`config.mk`:
```
export PLATFORM = sky130hd
export DESIGN_NAME = hazard_scoreboard_flat
export DESIGN_NICKNAME = d
export VERILOG_FILES = /design/src/rtl/hazard_scoreboard_if.sv /design/src/rtl/hazard_scoreboard.sv /design/src/flat_wrapper.sv
export SDC_FILE = /design/constraint.sdc
export NUM_CORES = 1
export LEC_CHECK = 0
export CORE_MARGIN = 2
export CORE_UTILIZATION = 28
export CTS_CLUSTER_SIZE = 28
export DETAILED_ROUTE_END_ITERATION = 10
export HOLD_SLACK_MARGIN = 0.06
export PLACE_DENSITY = 0.44
export SETUP_SLACK_MARGIN = 0.02
export SYNTH_ARGS = -nofsm -noshare
export SYNTH_HDL_FRONTEND = slang
export SYNTH_SLANG_ARGS = --single-unit
```
`constraint.sdc`:
```
create_clock -name clk -period 7.9 [get_ports clk]
set_clock_uncertainty 0.15 [all_clocks]
set_input_delay 2.37 -clock clk [delete_from_list [all_inputs] [get_ports clk]]
set_output_delay 2.37 -clock clk [all_outputs]
set_load 0.02 [all_outputs]
```
`src/rtl/hazard_scoreboard_if.sv`:
```
// ID-stage hazard interface: instruction fields from IF/ID in, pipeline
// interlock controls and scoreboard status out.
interface hazard_scoreboard_if #(
    parameter int ADDR_W = 5,
    parameter int LAT_W  = 3,
    parameter int CNT_W  = 16
);
    logic                    id_valid;
    logic [ADDR_W-1:0]       id_rs;
    logic [ADDR_W-1:0]       id_rt;
    logic                    id_uses_rs;
    logic                    id_uses_rt;
    logic                    id_writes;
    logic [ADDR_W-1:0]       id_dest;
    logic [LAT_W-1:0]        id_lat;
    logic                    flush;
    logic                    pc_write;
    logic                    if_id_write;
    logic                    control_nop;
    logic [(2**ADDR_W)-1:0]  busy_vec;
    logic [CNT_W-1:0]        stall_count;

    modport master (
        output id_valid, id_rs, id_rt, id_uses_rs, id_uses_rt,
               id_writes, id_dest, id_lat, flush,
        input  pc_write, if_id_write, control_nop, busy_vec, stall_count
    );

    modport slave (
        input  id_valid, id_rs, id_rt, id_uses_rs, id_uses_rt,
               id_writes, id_dest, id_lat, flush,
        output pc_write, if_id_write, control_nop, busy_vec, stall_count
    );
endinterface

```
`src/rtl/hazard_scoreboard.sv`:
```
// Per-register countdown scoreboard interlocking the ID instruction on RAW and
// WAW hazards for results of any latency, with flush priority and stall counter.
module hazard_scoreboard #(
    parameter int ADDR_W = 5,
    parameter int LAT_W  = 3,
    parameter int CNT_W  = 16
) (
    input logic                clk,
    input logic                rst_n,
    hazard_scoreboard_if.slave hz
);
    localparam int NREG = 2 ** ADDR_W;

    logic [LAT_W-1:0] cnt [NREG];
    logic [NREG-1:0]  busy;
    logic [CNT_W-1:0] stall_count_q;
    logic             rs_hazard;
    logic             rt_hazard;
    logic             raw;
    logic             waw;
    logic             stall;
    logic             issue;

    // Register 0 is excluded explicitly so a stray write to it can never interlock.
    always_comb begin
        rs_hazard = hz.id_uses_rs && (hz.id_rs != '0) && (cnt[hz.id_rs] != '0);
        rt_hazard = hz.id_uses_rt && (hz.id_rt != '0) && (cnt[hz.id_rt] != '0);
        raw       = hz.id_valid && (rs_hazard || rt_hazard);
        waw       = hz.id_valid && hz.id_writes && (hz.id_dest != '0)
                    && (cnt[hz.id_dest] > hz.id_lat);
        stall     = (raw || waw) && !hz.flush;
        issue     = hz.id_valid && !stall && !hz.flush;
    end

    always_comb begin
        hz.pc_write    = 1'b1;
        hz.if_id_write = 1'b1;
        hz.control_nop = 1'b0;
        if (hz.flush) begin
            hz.control_nop = 1'b1;
        end else if (stall) begin
            hz.pc_write    = 1'b0;
            hz.if_id_write = 1'b0;
            hz.control_nop = 1'b1;
        end
    end

    always_comb begin
        busy = '0;
        for (int r = 0; r < NREG; r++) begin
            busy[r] = (cnt[r] != '0);
        end
    end

    assign hz.busy_vec    = busy;
    assign hz.stall_count = stall_count_q;

    // A new issue to a register replaces its countdown rather than decrementing it.
    always_ff @(posedge clk or negedge rst_n) begin
        if (!rst_n) begin
            for (int r = 0; r < NREG; r++) begin
                cnt[r] <= '0;
            end
        end else begin
            for (int r = 0; r < NREG; r++) begin
                if (r == 0) begin
                    cnt[r] <= '0;
                end else if (issue && hz.id_writes && (hz.id_dest == ADDR_W'(r))
                             && (hz.id_lat != '0)) begin
                    cnt[r] <= hz.id_lat;
                end else if (cnt[r] != '0) begin
                    cnt[r] <= cnt[r] - LAT_W'(1);
                end
            end
        end
    end

    always_ff @(posedge clk or negedge rst_n) begin
        if (!rst_n) begin
            stall_count_q <= '0;
        end else if (stall && (stall_count_q != '1)) begin
            stall_count_q <= stall_count_q + CNT_W'(1);
        end
    end
endmodule
```
`src/flat_wrapper.sv`:
```
// flat-port wrapper written by rule: the top's interface ports become plain ports
module hazard_scoreboard_flat 
#(
    parameter int ADDR_W = 5,
    parameter int LAT_W  = 3,
    parameter int CNT_W  = 16
)
  (clk, rst_n, hz_id_valid, hz_id_rs, hz_id_rt, hz_id_uses_rs, hz_id_uses_rt, hz_id_writes, hz_id_dest, hz_id_lat, hz_flush, hz_pc_write, hz_if_id_write, hz_control_nop, hz_busy_vec, hz_stall_count);
  hazard_scoreboard_if #(.ADDR_W(ADDR_W), .LAT_W(LAT_W), .CNT_W(CNT_W)) hz_i ();
  input logic clk;
  input logic rst_n;
  input wire logic [$bits(hz_i.id_valid)-1:0] hz_id_valid;
  input wire logic [$bits(hz_i.id_rs)-1:0] hz_id_rs;
  input wire logic [$bits(hz_i.id_rt)-1:0] hz_id_rt;
  input wire logic [$bits(hz_i.id_uses_rs)-1:0] hz_id_uses_rs;
  input wire logic [$bits(hz_i.id_uses_rt)-1:0] hz_id_uses_rt;
  input wire logic [$bits(hz_i.id_writes)-1:0] hz_id_writes;
  input wire logic [$bits(hz_i.id_dest)-1:0] hz_id_dest;
  input wire logic [$bits(hz_i.id_lat)-1:0] hz_id_lat;
  input wire logic [$bits(hz_i.flush)-1:0] hz_flush;
  output wire logic [$bits(hz_i.pc_write)-1:0] hz_pc_write;
  output wire logic [$bits(hz_i.if_id_write)-1:0] hz_if_id_write;
  output wire logic [$bits(hz_i.control_nop)-1:0] hz_control_nop;
  output wire logic [$bits(hz_i.busy_vec)-1:0] hz_busy_vec;
  output wire logic [$bits(hz_i.stall_count)-1:0] hz_stall_count;
  assign hz_i.id_valid = hz_id_valid;
  assign hz_i.id_rs = hz_id_rs;
  assign hz_i.id_rt = hz_id_rt;
  assign hz_i.id_uses_rs = hz_id_uses_rs;
  assign hz_i.id_uses_rt = hz_id_uses_rt;
  assign hz_i.id_writes = hz_id_writes;
  assign hz_i.id_dest = hz_id_dest;
  assign hz_i.id_lat = hz_id_lat;
  assign hz_i.flush = hz_flush;
  assign hz_pc_write = hz_i.pc_write;
  assign hz_if_id_write = hz_i.if_id_write;
  assign hz_control_nop = hz_i.control_nop;
  assign hz_busy_vec = hz_i.busy_vec;
  assign hz_stall_count = hz_i.stall_count;
  hazard_scoreboard #(.ADDR_W(ADDR_W), .LAT_W(LAT_W), .CNT_W(CNT_W)) u_core (.clk(clk), .rst_n(rst_n), .hz(hz_i));
endmodule
```
-- Word level (Yosys, flattened, before mapping)
Cells that the tools add are included.
- $add $sub $neg: 32
- $lt $le $gt $ge: 4
- equal/unequal tests: 32
- multiplexer cells: 75
- bitwise logic cells: 3
- reduce and logical (&&, ||, !) cells: 147
- operators with widths (kind ; count):
    3-bit two-way mux ; 68
    3-bit nonzero test ; 34
    3-bit by 1-bit subtractor with 3-bit output, second input constant ; 31
    5-bit equality test, second input constant ; 16
    1-bit logical AND ; 75
    2-bit nonzero test ; 31
    3-bit binary-select mux with 5-bit select ; 3
    5-bit by 4-bit equality test with 1-bit output, second input constant ; 8
    5-bit by 3-bit equality test with 1-bit output, second input constant ; 4
    6-bit greater-or-equal comparator, second input constant ; 3
    5-bit NOT with 6-bit output ; 3
    16-bit by 1-bit adder with 16-bit output, second input constant ; 1
    16-bit != test, second input constant ; 1
    5-bit nonzero test ; 3
    5-bit by 2-bit equality test with 1-bit output, second input constant ; 2
    5-bit by 1-bit equality test with 1-bit output, second input constant ; 1
    1-bit two-way mux ; 4
    3-bit greater-than comparator ; 1
    1-bit zero test ; 2
    1-bit logical OR ; 2
- register bits: 109
- input bits: 25
- output and inout bits: 51
- word-level logic and storage cells: 325

-- Logic depth before layout (Yosys ltp)
Gate-level depths: netlist of run 1.
- word-level depth: 17
- mapped depth: 20
- mapped depth without buffers: 16

-- Worst setup path before layout of run 1
No wires, ideal clock.
- kind: input to output
- start: in hz_id_dest[0]
- end: out hz_pc_write
- data arrival time: 5.941 ns
- required time: 5.380 ns
- setup slack: -0.561 ns
- stages on the path: 15
- path buffers: 4
- path through: buf_2 > buf_2 > mux4_2 > mux4_2 > mux2_2 > ha_1 > nor2b_1 > o21a_1 > o221a_2 > nor2b_1 > a41oi_1 > nand2_1 > buf_2 > inv_1 > buf_4
- cells in the longest elaborated chain, start to end: 10
- elaborated cells on any way between the ends: 12
- those cells by class: 1 x order compare; 5 x mux; 1 x bitwise; 5 x reduce/logical
- RTL lines (item ; line ; source):
    start, declared ; flat_wrapper.sv:18 ; input wire logic [$bits(hz_i.id_dest)-1:0] hz_id_dest;
    5-bit NOT with 6-bit output (not written as such) ; hazard_scoreboard.sv:30 ; && (cnt[hz.id_dest] > hz.id_lat);
    3-bit binary-select mux with 5-bit select ; hazard_scoreboard.sv:30 ;
    3-bit two-way mux (not written as such) (2 in series) ; hazard_scoreboard.sv:30 ;
    3-bit greater-than comparator ; hazard_scoreboard.sv:30 ;
    1-bit logical AND (*) ; hazard_scoreboard.sv:30 ;
    1-bit logical OR (*) ; hazard_scoreboard.sv:31 ; stall = (raw || waw) && !hz.flush;
    1-bit logical AND (*) ; hazard_scoreboard.sv:31 ;
    1-bit two-way mux (*) (2 in series) ; n/a ;
    end, declared ; flat_wrapper.sv:21 ; output wire logic [$bits(hz_i.pc_write)-1:0] hz_pc_write;
Every way passes the cells marked *; elsewhere a longest branch is shown, timed or not. The select of a mux whose other input is x is not followed.

-- Worst setup path after layout of run 1
- start: in hz_id_dest[0]
- end: out hz_if_id_write
- cells in the longest elaborated chain, start to end: 10
- elaborated cells on any way between the ends: 12
- those cells by class: 1 x order compare; 5 x mux; 1 x bitwise; 5 x reduce/logical
- RTL lines (item ; line ; source):
    5-bit NOT with 6-bit output (not written as such) ; hazard_scoreboard.sv:30 ;
    3-bit binary-select mux with 5-bit select ; hazard_scoreboard.sv:30 ;
    3-bit two-way mux (not written as such) (2 in series) ; hazard_scoreboard.sv:30 ;
    3-bit greater-than comparator ; hazard_scoreboard.sv:30 ;
    1-bit logical AND (*) ; hazard_scoreboard.sv:30 ;
    1-bit logical OR (*) ; hazard_scoreboard.sv:31 ;
    1-bit logical AND (*) ; hazard_scoreboard.sv:31 ;
    1-bit two-way mux (*) ; hazard_scoreboard.sv:41 ; end else if (stall) begin
    1-bit two-way mux (*) ; hazard_scoreboard.sv:39 ; if (hz.flush) begin
    end, declared ; flat_wrapper.sv:22 ; output wire logic [$bits(hz_i.if_id_write)-1:0] hz_if_id_write;
Marks and branches as above.

==> results of run 1 <==
==> worst register-to-register path, cell delays in order (launching register included) <==
cell and delay [ps]:
dfrtp_1 460, mux4_2 490, mux4_2 460, mux2_4 280
ha_4 210, nor2b_1 120, o21a_1 160, o221a_2 260
buf_4 140, nor4_2 480, nand4_4 540, nor3_2 530
mux2_2 380
==> cell families after synthesis <==
family          count (synthesis)  share of synthesized area [%]
simple gates                  271                          17.73
flops                         109                          31.61
compound gates                107                          7.845
other cells                     1                        0.04346
mux                           157                          23.36
xor+xnor                       44                          4.466
fa+ha+maj                      66                          9.571
buf+inv                       112                          5.365
==> repair_timing <==
action | in CTS | in global routing
hold buffers | 0 | 0
resized for setup | 26 | 17
pin swaps | 2 | 5
setup buffers | 2 | 0
cloned | 2 | 0
endpoints found under the setup margin | 3 | 3
==> per-layer routing <==
metal / vias up / part of all wire (%)
met2: 158 / 46
met1: 3421 / 48
li1: 3336 / -
met3: 35 / 4.0
met4: 0 / 1.8
met5: - / 0
==> where the power goes <==
| group | switching, mW | total [mW] | internal, mW |
|---|---|---|---|
| combinational | 0.973 | 1.98 | 1.00 |
| sequential | 0.374 | 1.21 | 0.836 |
| clock | 0.229 | 0.471 | 0.242 |
==> flip-flops by register name, summed over array words and instances, names as in the netlist <==
| signal | flops |
|---|---|
| u_core.cnt | 93 |
| u_core.hz.stall_count | 16 |
==> area by class of cell <==
| cell class | instances | area, um^2 |
|---|---|---|
| Tap cell | 396 | 495.5 |
| Multi-Input combinational cell | 646 | 5513 |
| Clock buffer | 12 | 266.5 |
| Inverter | 76 | 290.3 |
| Clock inverter | 4 | 30.03 |
| Timing Repair Buffer | 147 | 1394 |
| Fill cell | 3132 | 19710 |
| Sequential cell | 109 | 2728 |
==> cells in the final DEF, fill, tap and decap left out, types with 34 or more instances in the layout <==
cell	synthesis	final
buf_4	2	65
nor2_1	61	61
xnor2_1	44	44
dfrtp_1	109	109
mux2i_1	90	90
ha_1	66	63
nand2_1	61	59
clkdlybuf4s50_1	0	67
o21ai_0	44	43
nand2b_1	34	34
inv_1	75	74
==> worst paths after layout <==
kind                                               start                   endpoint  slack, ps  depth (start not counted)
worst min-delay path            u_core.hz.stall_count[4]   u_core.hz.stall_count[4]        350                          1
worst max-delay path                       hz_id_dest[0]             hz_if_id_write        110                         14
worst min register to register  u_core.hz.stall_count[4]   u_core.hz.stall_count[4]        350                          1
min in group asynchronous                          rst_n  u_core.hz.stall_count[15]       1950                          1
worst max register to register            u_core.cnt[40]              u_core.cnt[3]       3110                         12
max in group asynchronous                          rst_n             u_core.cnt[42]       4460                          2
==> flow_summary.toml, run 1 <==
[timing]
max_clock_freq_ghz = 0.1284
slew_headroom_pct = 40.36
setup_ws_ps = 112.5
hold_viol_final = 0
max_slew.worst_pin.slew_ps = 894.5
fin_tns_setup_ps = 0
slew_viol_final = 0
min_period_ps = 7788
post-route-period-util_pct = 98.58
finalSetupViolCount = 0
holdWs_ps = 351.2

[global_routing]
grt-ovfl-total = 0
grt_pass1_vias = 7059
antenna_found_initial = 0
grt_start_max_net_pins = 64
use_met1_pct = 23.33
grt_pass1_wl_um = 42230
busiest_layer = "met2"
grt_use_met3_pct = 2.816
track_usage_pct = 16.81
use_met2_pct = 27.17

[min_path]
hold_class = "flop to flop"

[clock_tree]
clkLatencyLatePin_ps = 360
clock-sinks = 109
h-tree-depth = 3
clk_pin_slew_ps = 70
clk_path_buf_depth = 2
cts-buffers-inserted = 9
cts_tree = "done"
root_buffer = "clkbuf_16"

[synth]
yosys.area.top_type = "dfrtp_1"
synth.avg_cell_area_um2 = 9.952
postSynthCellCount = 867
async_flop_share_pct = 100.0
synth-edff-count = 0
synth_warnings = 0
yosysSeqAreaShare_pct = 31.61
yosysMostFrequentCell = "dfrtp_1"
syn_nets = 958
synth_area_um2 = 8628
synth.top_cells.by_area = "dfrtp_1 (32%), mux2i_1 (10%), ha_1 (9.6%), mux4_2 (8.4%), xnor2_1 (4.5%)"
synth.top_cell.area_share_pct = 31.61
ys_seq_elements = 109
postSynth.topFlopCell = "dfrtp_1"
ys_types = 59
synthTopCellsByCount = "dfrtp_1 (109), mux2i_1 (90), inv_1 (75)"

[placement]
place_ws_ps = -715.9
io_buffers = 74
dp_hpwl_um = 20160
dp.cells = 1371
placed_area_um2 = 10270
place_congestion = 0.8453

[setup_path]
setup.worst_path.class = "input port to output port"
path_max_fanout = 8
crit_arrival_ps = 5270
critPathRequiredTime_ps = 5380
path_buf_inv = 4
slowest_delay_ps = 510
worstPathCellList = "buf_12 -> buf_12 -> mux4_2 -> mux4_2 -> mux2_4 -> ha_4 -> nor2b_1 -> o21a_1 -> o221a_2 -> nor2b_4 -> a41oi_2 -> nand2_4 -> clkinv_4 -> buf_6"
path_delay_family = "multiplexers"
endpoint_kind = "output port"
cpMaxStageDelayCell = "mux4_2"
start_kind = "input port"

[drt]
firstDrtPassIters = 5
wl_um = 26920
first_iter_violations = 366
ant_nets = 0
viasPerCell = 5.000
drc = 0
wl_per_cell_um = 19.37
num_vias = 6950

[die]
core_um2 = 30430
num_rows = 64
fp.dieArea_um2 = 32230
initial_core_util_pct = 28.36
num_io_pins = 76
die_y_um = 179.5
die_width_um = 179.5

[finish]
final_net_count = 1080
syn_to_final_growth_pct = 24.20
layout-drive-gt1-share_pct = 19.92
final_area_um2 = 10720
fin_cells = 1390
insertedDiodeCount = 0
fin_util_pct = 35.22

[pwr]
p_total_mw = 3.657
power.density_nw_per_um2 = 341.2
leakage_nw = 4.438
vdd_drop_max_mv = 0.1364

[run_status]
run_status = "completed"

[flow_run]
drv_cap = 0
Note: power is estimated with default switching activity, not from simulation.
==> inputs of run 2 (changes only) <==
--- a/config.mk
+++ b/config.mk
@@ -10,8 +10,9 @@
 export CTS_CLUSTER_SIZE = 28
 export DETAILED_ROUTE_END_ITERATION = 10
 export HOLD_SLACK_MARGIN = 0.06
-export PLACE_DENSITY = 0.44
+export PLACE_DENSITY = 0.55
 export SETUP_SLACK_MARGIN = 0.02
+export SLEW_MARGIN = 10
 export SYNTH_ARGS = -nofsm -noshare
 export SYNTH_HDL_FRONTEND = slang
 export SYNTH_SLANG_ARGS = --single-unit
==> run 2 against run 1 <==
Net effect: sequential cell count did not move; sequential share of layout area is 0.42 points higher; global-route usage fell by 0.83 points; via count rose by 0.55%; final area shrank 1.6%; maximum frequency shrank 0.21%; critical endpoint unchanged; clock-buffer cell count is 3 lower; register-to-register slack lost 80 ps; cell count shrank 0.94%; first-iteration DRC count rose by 46%; routed wire length shrank 4.8%; non-clock buffer count is 13 lower.
==> flow_summary.toml, run 2 (synthesized netlist as in run 1, its figures left out) <==
[run_status]
run_status = "completed"

[die]
num_rows = 64
fp.dieArea_um2 = 32230
core_um2 = 30430
initial_core_util_pct = 28.36
die_width_um = 179.5
die_y_um = 179.5
num_io_pins = 76

[finish]
nFillCells = 3112
layout_commonest_cell = "dfrtp_1"
syn_to_final_growth_pct = 22.19
multi_input_area_um2 = 5461
fin_cells = 1377
final_net_count = 1067
mostFrequentLayoutCells = "dfrtp_1 (109), mux2i_1 (90), inv_1 (74)"
regArea_um2 = 2728
top_register = "u_core.cnt"
largest_reg_flops = 93
insertedDiodeCount = 0
layout-drive-gt1-share_pct = 18.25

[setup_path]
rrSetupSlack_ps = 3030
path_max_fanout = 10
critPathLaunch = "hz_id_dest[0]"
reg2reg_depth = 12
crit_arrival_ps = 5280
cp-endpoint = "hz_if_id_write"
start_kind = "input port"
critPathRequiredTime_ps = 5380
reg2reg_from = "u_core.cnt[13]"
setup.worst_path.class = "input port to output port"
endpoint_kind = "output port"
r2r-end = "u_core.cnt[33]"

[min_path]
hold_class = "flop to flop"
min-delay-start = "u_core.hz.stall_count[8]"

[pwr]
p_total_mw = 3.614
vdd_drop_max_mv = 0.1150
power.density_nw_per_um2 = 342.8
leakage_nw = 4.359

[clock_tree]
clk_path_buf_depth = 2
clkLatencyLatePin_ps = 370
clock-sinks = 109
root_buffer = "clkbuf_16"
clk_pin_slew_ps = 80
h-tree-depth = 3
cts-buffers-inserted = 9
cts_tree = "done"
cts_hold_buf = 0

[timing]
max_slew.worst_pin.slew_ps = 926.2
slew_headroom_pct = 38.26
min_period_ps = 7804
slew_viol_final = 0
finalSetupViolCount = 0
max_clock_freq_ghz = 0.1281
post-route-period-util_pct = 98.79
hold_viol_final = 0
rsz0062_at_grt = "false"
holdWs_ps = 355.7

[placement]
dp.cells = 1357
place_congestion = 0.9166
dp_hpwl_um = 19390
io_buffers = 74

[drt]
drc = 0
firstDrtPassIters = 5
wl_um = 25640
wl_per_cell_um = 18.62
first_iter_violations = 533
viasPerCell = 5.075
ant_nets = 0
num_vias = 6988

[flow_run]
drv_cap = 0

[global_routing]
grt_pass1_vias = 6994
grt-ovfl-total = 0
track_usage_pct = 15.97
antenna_found_initial = 0
grt_start_max_net_pins = 67
grt_pass1_wl_um = 40370
-- run 2: timing repair --
action                                  4_1_cts  5_1_grt
buffers inserted                              0        2
pin swaps                                     1        1
gates resized for setup                      20        6
cloned                                        1        1
endpoints found under the setup margin        3        2
-- run 2: layer usage --
metal / part of all wire [%] / GRT usage, % / vias up
li1: - / - / 3292
met1: 46 / 21.70 / 3449
met2: 46 / 25.73 / 210
met3: 4.9 / 2.735 / 37
met4: 2.9 / 5.431 / 0
met5: 0 / 0 / -
-- run 2: worst min-delay path by stage --
| stage | to | slack, ps | cells after the start |
|---|---|---|---|
| final | u_core.hz.stall_count[8] | 360 | 1 |
| after global routing | u_core.hz.stall_count[5] | 390 | 1 |
| after CTS | u_core.hz.stall_count[4] | 360 | 1 |
| after detailed placement | u_core.hz.stall_count[4] | 350 | 1 |
| after global placement | u_core.hz.stall_count[4] | 340 | 1 |
| after floorplan | u_core.cnt[49] | 420 | 2 |
-- run 2: area by class of cell --
type	count	area share, %
clock buffer	9	2.136
clock inverter	7	0.6409
inverter	76	2.765
multi-input combinational	646	51.80
sequential	109	25.87
tap	396	4.700
timing repair buffer	134	12.08
-- run 2: report_power, final --
part / switching (mW) / internal, mW
clock network: 0.239 / 0.223
logic: 0.963 / 0.990
registers: 0.363 / 0.836
-- run 2: worst max-delay path: stages --
cell       delay (ps)
buf_8             140
clkbuf_16         160
buf_4             150
nor2b_1           140
a22o_1            240
mux4_2            470
mux2_2            280
ha_1              290
o21a_1            110
o221a_2           240
nor2b_1           130
a41oi_1           190
nand2_2           150
inv_6              70
buf_4             130
-- run 2: stage by stage --
stage / utilization [%] / worst slack [ps] / setup TNS [ps] / cell area [um^2]
after CTS: 34.48 / 8.853 / 0 / 10490
after detailed placement: 33.42 / -664.9 / -1844 / 10170
final: 34.65 / 95.83 / 0 / 10540
after global placement: 33.42 / -663.7 / -1835 / 10170
after global routing: 34.65 / 24.82 / 0 / 10540
after floorplan: - / 32.32 / 0 / 8695
==> inputs of run 3 (changes only) <==
--- a/config.mk
+++ b/config.mk
@@ -5,6 +5,7 @@
 export SDC_FILE = /design/constraint.sdc
 export NUM_CORES = 1
 export LEC_CHECK = 0
+export CAP_MARGIN = 20
 export CORE_MARGIN = 2
 export CORE_UTILIZATION = 28
 export CTS_CLUSTER_SIZE = 28
==> results of run 3 <==
Final layout, timing and power as in run 2 (identical DEF).
